<file path="config.mk">
export PLATFORM = sky130hd
export DESIGN_NAME = div_iterative_flat
export DESIGN_NICKNAME = d
export VERILOG_FILES = /design/src/rtl/multdiv_pkg.sv /design/src/rtl/div_iterative_if.sv /design/src/rtl/div_iter_counter.sv /design/src/rtl/div_iterative.sv /design/src/flat_wrapper.sv
export SDC_FILE = /design/constraint.sdc
export NUM_CORES = 1
export LEC_CHECK = 0
export ABC_AREA = 1
export BUFFER_PORTS_ARGS = -buffer_cell sky130_fd_sc_hd__buf_2
export CAP_MARGIN = 5
export CORE_UTILIZATION = 55
export CTS_CLUSTER_DIAMETER = 100
export DETAILED_ROUTE_END_ITERATION = 7
export GPL_ROUTABILITY_DRIVEN = 0
export HOLD_SLACK_MARGIN = 0.15
export PLACE_DENSITY_LB_ADDON = 0.05
export REMOVE_ABC_BUFFERS = 1
export SLEW_MARGIN = 10
export SYNTH_ARGS = -nofsm -noshare
export SYNTH_HDL_FRONTEND = slang
export SYNTH_SLANG_ARGS = --single-unit
</file>
<file path="constraint.sdc">
create_clock -name clk -period 3 [get_ports clk]
set_clock_uncertainty 0.2 [all_clocks]
set_input_delay 0.15 -clock clk [delete_from_list [all_inputs] [get_ports clk]]
set_output_delay 0.15 -clock clk [all_outputs]
set_load 0.01 [all_outputs]
</file>
<file path="src/rtl/multdiv_pkg.sv">
// Shared definitions for the MultDiv unit: divider FSM states and default widths.
package multdiv_pkg;

    localparam int DIV_WIDTH = 32;
    localparam int DIV_CNT_W = 6;

    typedef enum logic [1:0] {
        DIV_IDLE = 2'd0,
        DIV_LOAD = 2'd1,
        DIV_RUN  = 2'd2,
        DIV_DONE = 2'd3
    } div_state_e;

endpackage

</file>
<file path="src/rtl/div_iterative_if.sv">
// Start/operand/result bundle between the pipeline (master) and the divider (slave).
interface div_iterative_if
    import multdiv_pkg::*;
#(
    parameter int WIDTH = DIV_WIDTH
);

    logic             ctrl_div;
    logic [WIDTH-1:0] data_operandA;
    logic [WIDTH-1:0] data_operandB;
    logic [WIDTH-1:0] data_result;
    logic             data_exception;
    logic             data_resultRDY;
    logic             busy;

    modport master (
        output ctrl_div, data_operandA, data_operandB,
        input  data_result, data_exception, data_resultRDY, busy
    );

    modport slave (
        input  ctrl_div, data_operandA, data_operandB,
        output data_result, data_exception, data_resultRDY, busy
    );

endinterface

</file>
<file path="src/rtl/div_iter_counter.sv">
// Iteration counter built as a chain of toggle stages; saturates at WIDTH-1.
module div_iter_counter
    import multdiv_pkg::*;
#(
    parameter int WIDTH = DIV_WIDTH,
    parameter int CNT_W = DIV_CNT_W
) (
    input  logic             clk,
    input  logic             reset,
    input  logic             clear,
    input  logic             en,
    output logic [CNT_W-1:0] count,
    output logic             tc
);

    logic [CNT_W-1:0] count_q;
    logic [CNT_W-1:0] count_d;
    logic [CNT_W-1:0] toggle;

    assign tc = (count_q == CNT_W'(WIDTH - 1));

    // Each stage toggles only when every lower stage is 1 (ripple enable).
    assign toggle[0] = en & ~tc;

    generate
        for (genvar gi = 1; gi < CNT_W; gi++) begin : g_ripple
            assign toggle[gi] = toggle[gi-1] & count_q[gi-1];
        end
        for (genvar gi = 0; gi < CNT_W; gi++) begin : g_tff
            assign count_d[gi] = clear ? 1'b0 : (count_q[gi] ^ toggle[gi]);
        end
    endgenerate

    always_ff @(posedge clk or negedge reset) begin
        if (!reset) begin
            count_q <= '0;
        end else begin
            count_q <= count_d;
        end
    end

    assign count = count_q;

endmodule

</file>
<file path="src/rtl/div_iterative.sv">
// Sequential signed restoring divider: one shift/subtract step per clock, WIDTH+2 cycle latency.
module div_iterative
    import multdiv_pkg::*;
#(
    parameter int WIDTH = DIV_WIDTH,
    parameter int CNT_W = DIV_CNT_W
) (
    input logic           clk,
    input logic           reset,
    div_iterative_if.slave bus
);

    div_state_e       state_q;
    div_state_e       state_d;

    logic [WIDTH-1:0] a_raw_q;
    logic [WIDTH-1:0] b_raw_q;
    logic [WIDTH-1:0] a_abs;
    logic [WIDTH-1:0] b_abs;
    logic [WIDTH-1:0] b_abs_q;
    logic [WIDTH-1:0] q_q;
    logic [WIDTH-1:0] q_d;
    logic [WIDTH:0]   rem_q;
    logic [WIDTH:0]   rem_d;
    logic [WIDTH:0]   rem_sub;
    logic [WIDTH+1:0] rem_shift;
    logic [WIDTH-1:0] result_q;
    logic             sign_q;
    logic             dz_q;
    logic             exc_q;
    logic             rdy_q;

    logic [CNT_W-1:0] cnt;
    logic             tc;
    logic             last_step;
    logic             busy;
    logic             cnt_clear;
    logic             cnt_en;

    div_iter_counter #(
        .WIDTH (WIDTH),
        .CNT_W (CNT_W)
    ) u_cnt (
        .clk   (clk),
        .reset (reset),
        .clear (cnt_clear),
        .en    (cnt_en),
        .count (cnt),
        .tc    (tc)
    );

    assign last_step = tc && (cnt == CNT_W'(WIDTH - 1));

    always_ff @(posedge clk or negedge reset) begin
        if (!reset) begin
            state_q <= DIV_IDLE;
        end else begin
            state_q <= state_d;
        end
    end

    // A start pulse in any state restarts from LOAD; DONE still reports its result.
    always_comb begin
        state_d = state_q;
        case (state_q)
            DIV_IDLE: if (bus.ctrl_div) state_d = DIV_LOAD;
            DIV_LOAD: state_d = bus.ctrl_div ? DIV_LOAD : DIV_RUN;
            DIV_RUN: begin
                if (bus.ctrl_div)   state_d = DIV_LOAD;
                else if (last_step) state_d = DIV_DONE;
            end
            DIV_DONE: state_d = bus.ctrl_div ? DIV_LOAD : DIV_IDLE;
            default:  state_d = DIV_IDLE;
        endcase
    end

    always_comb begin
        busy      = (state_q != DIV_IDLE);
        cnt_clear = (state_q == DIV_LOAD);
        cnt_en    = (state_q == DIV_RUN);
    end

    // Magnitudes are unsigned: |0x80..0| stays 0x80..0 and still divides correctly.
    assign a_abs = a_raw_q[WIDTH-1] ? -a_raw_q : a_raw_q;
    assign b_abs = b_raw_q[WIDTH-1] ? -b_raw_q : b_raw_q;

    always_comb begin
        rem_shift = {rem_q, q_q[WIDTH-1]};
        rem_sub   = rem_shift[WIDTH:0] - {1'b0, b_abs_q};
        if (rem_shift >= {2'b00, b_abs_q}) begin
            rem_d = rem_sub;
            q_d   = {q_q[WIDTH-2:0], 1'b1};
        end else begin
            rem_d = rem_shift[WIDTH:0];
            q_d   = {q_q[WIDTH-2:0], 1'b0};
        end
    end

    always_ff @(posedge clk or negedge reset) begin
        if (!reset) begin
            a_raw_q  <= '0;
            b_raw_q  <= '0;
            b_abs_q  <= '0;
            q_q      <= '0;
            rem_q    <= '0;
            sign_q   <= 1'b0;
            dz_q     <= 1'b0;
            result_q <= '0;
            exc_q    <= 1'b0;
            rdy_q    <= 1'b0;
        end else begin
            if (bus.ctrl_div) begin
                a_raw_q <= bus.data_operandA;
                b_raw_q <= bus.data_operandB;
            end
            case (state_q)
                DIV_LOAD: begin
                    q_q     <= a_abs;
                    b_abs_q <= b_abs;
                    rem_q   <= '0;
                    sign_q  <= a_raw_q[WIDTH-1] ^ b_raw_q[WIDTH-1];
                    dz_q    <= (b_raw_q == '0);
                end
                DIV_RUN: begin
                    q_q   <= q_d;
                    rem_q <= rem_d;
                end
                DIV_DONE: begin
                    result_q <= dz_q ? '0 : (sign_q ? -q_q : q_q);
                    exc_q    <= dz_q;
                end
                default: ;
            endcase
            rdy_q <= (state_q == DIV_DONE);
        end
    end

    assign bus.data_result    = result_q;
    assign bus.data_exception = exc_q;
    assign bus.data_resultRDY = rdy_q;
    assign bus.busy           = busy;

endmodule

</file>
<file path="src/flat_wrapper.sv">
// flat-port wrapper written by rule: the top's interface ports become plain ports
module div_iterative_flat import multdiv_pkg::*;
#(
    parameter int WIDTH = DIV_WIDTH,
    parameter int CNT_W = DIV_CNT_W
)
  (clk, reset, bus_ctrl_div, bus_data_operandA, bus_data_operandB, bus_data_result, bus_data_exception, bus_data_resultRDY, bus_busy);
  div_iterative_if #(.WIDTH(WIDTH)) bus_i ();
  input logic clk;
  input logic reset;
  input wire logic [$bits(bus_i.ctrl_div)-1:0] bus_ctrl_div;
  input wire logic [$bits(bus_i.data_operandA)-1:0] bus_data_operandA;
  input wire logic [$bits(bus_i.data_operandB)-1:0] bus_data_operandB;
  output wire logic [$bits(bus_i.data_result)-1:0] bus_data_result;
  output wire logic [$bits(bus_i.data_exception)-1:0] bus_data_exception;
  output wire logic [$bits(bus_i.data_resultRDY)-1:0] bus_data_resultRDY;
  output wire logic [$bits(bus_i.busy)-1:0] bus_busy;
  assign bus_i.ctrl_div = bus_ctrl_div;
  assign bus_i.data_operandA = bus_data_operandA;
  assign bus_i.data_operandB = bus_data_operandB;
  assign bus_data_result = bus_i.data_result;
  assign bus_data_exception = bus_i.data_exception;
  assign bus_data_resultRDY = bus_i.data_resultRDY;
  assign bus_busy = bus_i.busy;
  div_iterative #(.WIDTH(WIDTH), .CNT_W(CNT_W)) u_core (.clk(clk), .reset(reset), .bus(bus_i));
endmodule
</file>
==> results of run 1 <==
[cell type report]
cell class / instances / share of cell area
Clock inverter: 9 / 0.007499
Inverter: 311 / 0.06728
Multi-Input combinational cell: 1447 / 0.4059
Tap cell: 324 / 0.02336
Timing Repair Buffer: 329 / 0.1607
Clock buffer: 36 / 0.03959
Sequential cell: 205 / 0.2956
[flip-flops by register name, summed over array words and instances (netlist names)]
name                       cells
u_core.rem_q                  33
u_core.a_raw_q                32
u_core.b_abs_q                32
u_core.b_raw_q                32
u_core.bus.data_result        32
u_core.q_q                    32
u_core.u_cnt.count             6
u_core.state_q                 2
u_core.bus.data_exception      1
u_core.bus.data_resultRDY      1
u_core.dz_q                    1
u_core.sign_q                  1
[stage by stage]
| step | area (sq um) | utilization | std cells |
|---|---|---|---|
| floorplan | 13340 | - | 1963 |
| global placement | 14500 | 0.5960 | 2414 |
| detailed placement | 14500 | 0.5960 | 2414 |
| CTS | 17350 | 0.7135 | 2661 |
| global route | 17350 | 0.7135 | 2661 |
| finish | 17350 | 0.7135 | 2661 |
[kinds of logic (layout without fill, tap and decap cells)]
group,after synthesis,count (layout),synth area share
AO/OA/AOI/OAI,302,302,0.1167
flip-flops,205,205,0.3760
buffers and inverters,383,685,0.1079
XOR/XNOR,42,42,0.02696
adder cells (fa/ha/maj),46,46,0.04274
AND/OR/NAND/NOR,1057,1057,0.3296
[worst paths after layout]
kind | startpoint | end | slack (ns) | depth (start not counted)
worst max-delay path | u_core.rem_q[8]$_DFFE_PN0P_ | u_core.q_q[0]$_DFFE_PN0P_ | 0.24 | 13
worst min-delay path | bus_ctrl_div | u_core.state_q[0]$_DFFE_PN0P_ | 0.23 | 4
worst max register to register | u_core.rem_q[8]$_DFFE_PN0P_ | u_core.q_q[0]$_DFFE_PN0P_ | 0.24 | 13
worst min register to register | u_core.bus.data_result[28]$_DFFE_PN0P_ | u_core.bus.data_result[28]$_DFFE_PN0P_ | 0.28 | 2
max in group asynchronous | reset | u_core.b_raw_q[14]$_DFFE_PN0P_ | 1.64 | 4
min in group asynchronous | reset | u_core.bus.data_result[23]$_DFFE_PN0P_ | 0.58 | 4
[worst max-delay path: stages, from the launching register on]
cell	delay [ns]
dfrtp_1	0.40
ha_1	0.38
nand2_1	0.10
nand2_1	0.09
inv_1	0.07
nand2_1	0.10
inv_2	0.07
nand3_2	0.12
nand2_1	0.12
nand2_2	0.08
nand2_4	0.08
nand3_4	0.38
o21ai_1	0.35
nand2_1	0.11
[cells in the final DEF (no fill, tap or decap), types with 9 or more instances in the layout]
master           n
xor2_1          27
o211ai_1        12
nand2_1        668
inv_1          303
o21ai_0        180
buf_2           99
ha_1            45
clkbuf_1         9
nand3b_1        13
dfrtp_1        205
clkbuf_16       25
nor2_1         122
xnor2_1         15
a21oi_1         84
buf_4           24
dlygate4sd3_1  201
nand4_1         52
nand3_1        133
nor3_1          29
[metal layers]
metal | vias up | track usage | wire [microns]
li1 | 7038 | - | -
met1 | 6871 | 0.5126 | 19920
met2 | 775 | 0.5337 | 19300
met3 | 103 | 0.06356 | 4292
met4 | 0 | 0.09703 | 1122
met5 | - | 0 | 0
[cells in the mapped netlist (5+ instances only)]
cell / count / area [sq um]
nand2_2: 8 / 50.05
and2_1: 6 / 37.54
clkbuf_1: 54 / 202.7
o211ai_1: 12 / 90.09
o21ai_0: 180 / 900.9
inv_1: 304 / 1141
nand3_1: 133 / 665.6
nor4_1: 5 / 31.28
nor2_2: 7 / 43.79
xnor2_1: 15 / 131.4
xor2_1: 27 / 236.5
nor2_1: 123 / 461.7
nand4_1: 52 / 325.3
nand2_1: 668 / 2507
buf_2: 10 / 50.05
nand3b_1: 13 / 97.59
dfrtp_1: 205 / 5130
nor3_1: 29 / 145.1
o21ai_1: 8 / 40.04
o31ai_1: 5 / 37.54
ha_1: 45 / 563.0
buf_1: 5 / 18.77
inv_2: 5 / 18.77
a21oi_1: 84 / 420.4
[what timing repair did]
| action | 4_1_cts | 5_1_grt |
|---|---|---|
| hold buffers | 202 | 0 |
| buffers inserted | 0 | 0 |
| hold endpoints to repair | 269 | 0 |
| gates resized for setup | 0 | 0 |
| setup endpoints to repair | 0 | 0 |
[power groups by stage]
| stage | logic [mW] | clock network [mW] | registers (mW) |
|---|---|---|---|
| after CTS | 5.84 | 3.11 | 4.06 |
| after global placement | 5.47 | 0 | 4.06 |
| after global routing | 6.67 | 3.24 | 4.18 |
| final | 6.03 | 3.12 | 4.10 |
| after floorplan | 3.58 | 0 | 4.12 |
| after detailed placement | 5.53 | 0 | 4.10 |
==> implementation parameters, run 1 <==
Parameter                              Value

STA
  Max-Slew Margin vs Limit ... 0.6171
  Number of slew-limit violations in the final report ... 0
  Final worst path period share ... 0.9207
  Setup TNS after final layout ... 0 ns
  Worst-margin pin slew ... around 0.57 ns
  Peak clock frequency supported by timing ... 0.3620 GHz
  Number of setup violations in the final report ... 0
  Final worst path period need ... between 2 and 3 ns
  Setup slack after layout ... ~0.24 ns
  Hold Slack ... about 0.23 ns
  Unrepaired setup endpoints after global routing ... no
  Final hold violation count ... 0

Route
  First-iteration detailed-routing DRC count ... around 1,500
  Number of antenna-violating nets in the routed design ... 0
  Average via count per standard cell ... between 5 and 6
  Router iterations before antenna repair ... 6
  Final wirelength ... about 45 mm
  Via count ... roughly 15,000
  Final routed DRC violation total ... 0
  Routed length per placed instance ... between 15 and 20 microns

Global route
  Number of antenna violations at the first check in global routing ... 0
  Global-route wire length before repair ... 71.95 mm
  Pin count of the biggest net entering global routing ... between 100 and 150
  Total routing usage reported by global routing ... 0.3511
  Via count of the first global-routing pass ... 13,900
  Total grt overflow ... 0

Floorplanning
  Die ar. ... roughly 25,000 sq um
  Cell row count ... 57
  Die extent in x ... between 150 and 200 microns
  I/O pin count ... between 100 and 150
  Core area ... between 20,000 and 25,000 sq um
  Height of the die ... roughly 160 microns
  Initial Utilization ... 0.5610

Logic synthesis
  Count of mapped cells out of synthesis ... ~2,000
  Sequential share of the synthesized area ... 0.3760
  EDFF count, synth ... 0
  YS warnings ... 0
  Async set or reset register ratio after synthesis ... 1.000
  Synth Register Bits ... 205
  Yosys cell types ... 43
  Post-synthesis instance area ... between 10,000 and 15,000 sq um
  Top_reg_cell synth ... dfrtp_1
  Average instance area after synthesis ... between 6 and 7 sq um

Cells and area
  Share of layout cells above drive strength 1 ... 0.08472
  Filler instances ... ~1,900
  P&R area growth vs syn ... 27.18%
  Area occupied by multi-input gates ... a little over 7000 sq um
  # diodes ... 0
  # nets final ... ~2,400
  Register Area ... 5130 sq um

Power and ir drop
  Worst vdd ir ... about 0.0006 V
  Switching portion of total power ... 0.4408
  Cell area power density ... about 760 nW/um^2
  Power Internal ... 7.405 mW
  Relative contribution of combinational cells to total power ... 0.455
  Net load switching power ... roughly 5.8 mW
  Total power ... roughly 13 mW
  Static Leak ... 8.980 nW
  Clock share of power ... 0.236
  Share of total power in sequential cells ... 0.309

Worst setup path
  Type of element launching the critical path ... register
  Worst endpoint data arrival time ... approximately 3.0 ns
  WS Path Type ... register to register
  Category of the worst setup path capture point ... register
  Crit-path max FO ... 34
  Critical path required time ... 3.21 ns

Clock network
  Total number of H-tree levels ... 1
  Source-to-sink clock delay at the later pin of the worst-skew pair ... approximately 0.54 ns
  Clock tree from TritonCTS ... built
  Clk pin slew, worst setup/hold paths ... 0.06 ns
  Clock root buffer master ... clkbuf_16
  TritonCTS Sinks ... between 200 and 250
  Cts bufs inserted ... 25
  Clock Tree Buf Depth ... 3

Hold path
  Hold crit path type ... input pin to register

Place
  Worst setup slack after placement ... between 0.3 and 0.4 ns
  Port Buffers ... a little over 100
  Post-detailed-placement half-perimeter wirelength ... between 20 and 30 mm

Job
  Total of max-cap violations ... 0

Status
  Run status ... completed
Power figures use the tool's default switching activity.
==> run 2, diff against run 1 <==
- CORE_ASPECT_RATIO: default -> 1.75
- clock period: 3 -> 3.3 ns (I/O delays scaled with it)
==> run 2 against run 1 <==
  * Total power shrank 13%
  * Sequential cell count is the same
  * Clock power shrank 16%
  * Worst setup slack gained 0.19 ns
  * Hold slack lost 0.033 ns
  * Critical path depth shrank 1
  * First-iteration DRC count shrank 39%
  * Sequential share of layout area grew 1.3 points
  * Die area is essentially flat
  * Clock-buffer cell count shrank 4
  * Routed wire length shrank 2.0%
  * Critical path type unchanged
  * Largest cell class unchanged
==> implementation parameters, run 2 (synthesis results as in run 1) <==
Parameter                              Value

Status
  Run status ... completed (unchanged)

Global route
  Global-route wire length before repair ... 69.80 mm (was 71.95 mm)
  Via count of the first global-routing pass ... 14,230 (was 13,900)
  Total routing usage reported by global routing ... 0.3540 (was 0.3511)
  Pin count of the biggest net entering global routing ... 77 (was 102)
  Number of antenna violations at the first check in global routing ... 0 (unchanged)
  Total grt overflow ... 0 (unchanged)

Route
  Met3 WL post-DR ... 1.740 mm (was 4.292 mm)
  Via count ... 14,100 (was 14,790)
  Router iterations before antenna repair ... 5 (was 6)
  Average via count per standard cell ... 5.477 (was 5.557)
  First-iteration detailed-routing DRC count ... 902 (was 1,490)
  Highest routing layer actually used ... met4 (unchanged)
  Met2 routed wirelength ... 23.08 mm (was 19.30 mm)
  Final wirelength ... 43.75 mm (was 44.64 mm)
  Routed length per placed instance ... 17.00 microns (was 16.77 microns)
  Detailed-routing wirelength on met1 ... 15.00 mm (was 19.92 mm)
  Number of antenna-violating nets in the routed design ... 0 (unchanged)
  Final routed DRC violation total ... 0 (unchanged)

Worst setup path
  Crit-path max FO ... 5 (was 34)
  Worst setup startpoint ... u_core.rem_q[20]$_DFFE_PN0P_ (was u_core.rem_q[8]$_DFFE_PN0P_)
  Reg2reg path depth ... 12 (was 13)
  Internal reg-to-reg setup slack ... 0.42 ns (was 0.24 ns)
  Category of the worst setup path capture point ... register (unchanged)
  Type of element launching the critical path ... register (unchanged)
  WS Path Type ... register to register (unchanged)
  End point of the critical path ... u_core.rem_q[22]$_DFFE_PN0P_ (was u_core.q_q[0]$_DFFE_PN0P_)
  Critical path required time ... 3.51 ns (was 3.21 ns)
  Reg2reg end ... u_core.rem_q[22]$_DFFE_PN0P_ (was u_core.q_q[0]$_DFFE_PN0P_)
  Reg-to-Reg Start ... u_core.rem_q[20]$_DFFE_PN0P_ (was u_core.rem_q[8]$_DFFE_PN0P_)
  Worst endpoint data arrival time ... 3.08 ns (was 2.98 ns)

Cells and area
  Final design utilization ... 0.6891 (was 0.7135)
  P&R area growth vs syn ... 21.82% (was 27.18%)
  # diodes ... 0 (unchanged)
  Most frequent standard cell in the layout excluding fill and tap cells ... nand2_1 (unchanged)
  Commonest non-fill, non-tap cells in the layout ... nand2_1 (668), inv_1 (303), dfrtp_1 (205) (unchanged)
  Layout Cell Area excl Fill ... 16,620 sq um (was 17,350 sq um)
  Register name with the most flops ... u_core.rem_q (unchanged)
  Max reg flops ... 33 (unchanged)
  # nets final ... 2,364 (was 2,432)
  Share of layout cells above drive strength 1 ... 0.08561 (was 0.08472)

Hold path
  Hold crit path type ... input pin to register (unchanged)
  Startpoint of the tightest hold check path ... bus_data_operandB[9] (was bus_ctrl_div)
  Count of cells along the worst hold path ... 4 (unchanged)

Floorplanning
  Die extent in x ... 121.1 microns (was 159.5 microns)
  Die ar. ... 25,460 sq um (was 25,440 sq um)
  Cell row count ... 75 (was 57)
  Height of the die ... 210.4 microns (was 159.5 microns)
  Initial Utilization ... 0.5657 (was 0.5610)
  Core area ... 24,120 sq um (was 24,320 sq um)
  I/O pin count ... 102 (unchanged)

Clock network
  Post-cts resize count ... 0 (unchanged)
  Source-to-sink clock delay at the later pin of the worst-skew pair ... 0.52 ns (was 0.54 ns)
  Post-CTS setup repair buffer count ... 0 (unchanged)
  Clock root buffer master ... clkbuf_16 (unchanged)
  Cts bufs inserted ... 22 (was 25)
  Count of hold-fix buffers inserted at cts ... 141 (was 202)
  Clock tree from TritonCTS ... built (unchanged)
  Clk pin slew, worst setup/hold paths ... 0.06 ns (about the same)
  Total number of H-tree levels ... 1 (unchanged)
  TritonCTS Sinks ... 205 (unchanged)
  Clock Tree Buf Depth ... 3 (unchanged)

Place
  Post-detailed-placement half-perimeter wirelength ... 30.55 mm (was 28.19 mm)
  Total placed instance area ... 14,430 sq um (was 14,500 sq um)
  Port Buffers ... 101 (unchanged)

STA
  Worst-margin pin slew ... 0.9975 ns (was 0.5699 ns)
  Max-Slew Margin vs Limit ... 0.3299 (was 0.6171)
  Number of slew-limit violations in the final report ... 0 (unchanged)
  Final worst path period share ... 0.8718 (was 0.9207)
  Number of setup violations in the final report ... 0 (unchanged)
  Final hold violation count ... 0 (unchanged)
  Final worst path period need ... 2.877 ns (was 2.762 ns)
  Peak clock frequency supported by timing ... 0.3476 GHz (was 0.3620 GHz)
  Unrepaired setup endpoints after global routing ... no (unchanged)

Power and ir drop
  Worst vdd ir ... 0.0005359 V (was 0.0005976 V)
  Cell area power density ... 694.3 nW/um^2 (was 763.2 nW/um^2)
  Static Leak ... 8.693 nW (was 8.980 nW)
  Total power ... 11.54 mW (was 13.24 mW)

Job
  Total of max-cap violations ... 0 (unchanged)
[run 2: cell types whose count changed in the layout (fill, tap and decap cells not counted), sizes merged]
| cell | before | now |
|---|---|---|
| bufinv | 3 | 2 |
| inv | 311 | 310 |
| dlygate4sd3 | 201 | 140 |
| clkinvlp | 1 | 0 |
| buf | 127 | 123 |
| clkbuf | 37 | 33 |
| clkinv | 5 | 6 |
[run 2: cell type report]
| class | instances | area, sq um |
|---|---|---|
| Clock inverter | 7 | 88.84 |
| Fill cell | 2046 | 7497 |
| Timing Repair Buffer | 264 | 2136 |
| Tap cell | 308 | 385.4 |
| Clock buffer | 32 | 669.4 |
| Multi-Input combinational cell | 1447 | 7043 |
| Sequential cell | 205 | 5130 |
| Inverter | 311 | 1167 |
[run 2: worst min-delay path by stage]
stage / slack, ns / to
after global placement: 0.04 / u_core.rem_q[8]$_DFFE_PN0P_
after floorplan: -0.33 / u_core.a_raw_q[0]$_DFFE_PN0P_
final: 0.19 / u_core.b_raw_q[9]$_DFFE_PN0P_
after global routing: 0.22 / u_core.b_raw_q[9]$_DFFE_PN0P_
after detailed placement: 0.05 / u_core.rem_q[7]$_DFFE_PN0P_
after CTS: 0.19 / u_core.b_raw_q[9]$_DFFE_PN0P_
[run 2: critical path, cell delays in order (launching register included)]
cell and delay [ns]:
dfrtp_1 0.40, ha_1 0.40, nand2_1 0.15, nor2_1 0.16, inv_1 0.10, nor3_1 0.55
nand3_1 0.29, nand3_1 0.14, nand2_1 0.06, nand2_1 0.11, nand2_1 0.07, nand3_1 0.09
nand2_1 0.05
[run 2: per-layer routing]
layer | up-vias | GRT usage
met5 | - | 0
met4 | 0 | 0.2933
met3 | 201 | 0.03707
met2 | 484 | 0.6579
met1 | 6507 | 0.3448
li1 | 6905 | -
[run 2: power breakdown]
part           switching (mW)  total [mW]  internal, mW
sequential              0.528        3.74          3.21
clock                    1.06        2.63          1.56
combinational            3.45        5.17          1.73
total                    5.04        11.5          6.50
[run 2: metrics by stage]
| stage | setup TNS, ns | hold WS (ns) | cells | setup WS, ns |
|---|---|---|---|---|
| final | 0 | 0.1927 | 2574 | 0.4229 |
| after global routing | 0 | 0.2191 | 2574 | 0.2244 |
| after CTS | 0 | 0.1850 | 2574 | 0.5435 |
| after detailed placement | 0 | 0.04551 | 2394 | 0.5543 |
| after global placement | 0 | 0.04040 | 2394 | 0.5457 |
| after floorplan | -0.001967 | -0.3306 | 1963 | -0.001967 |
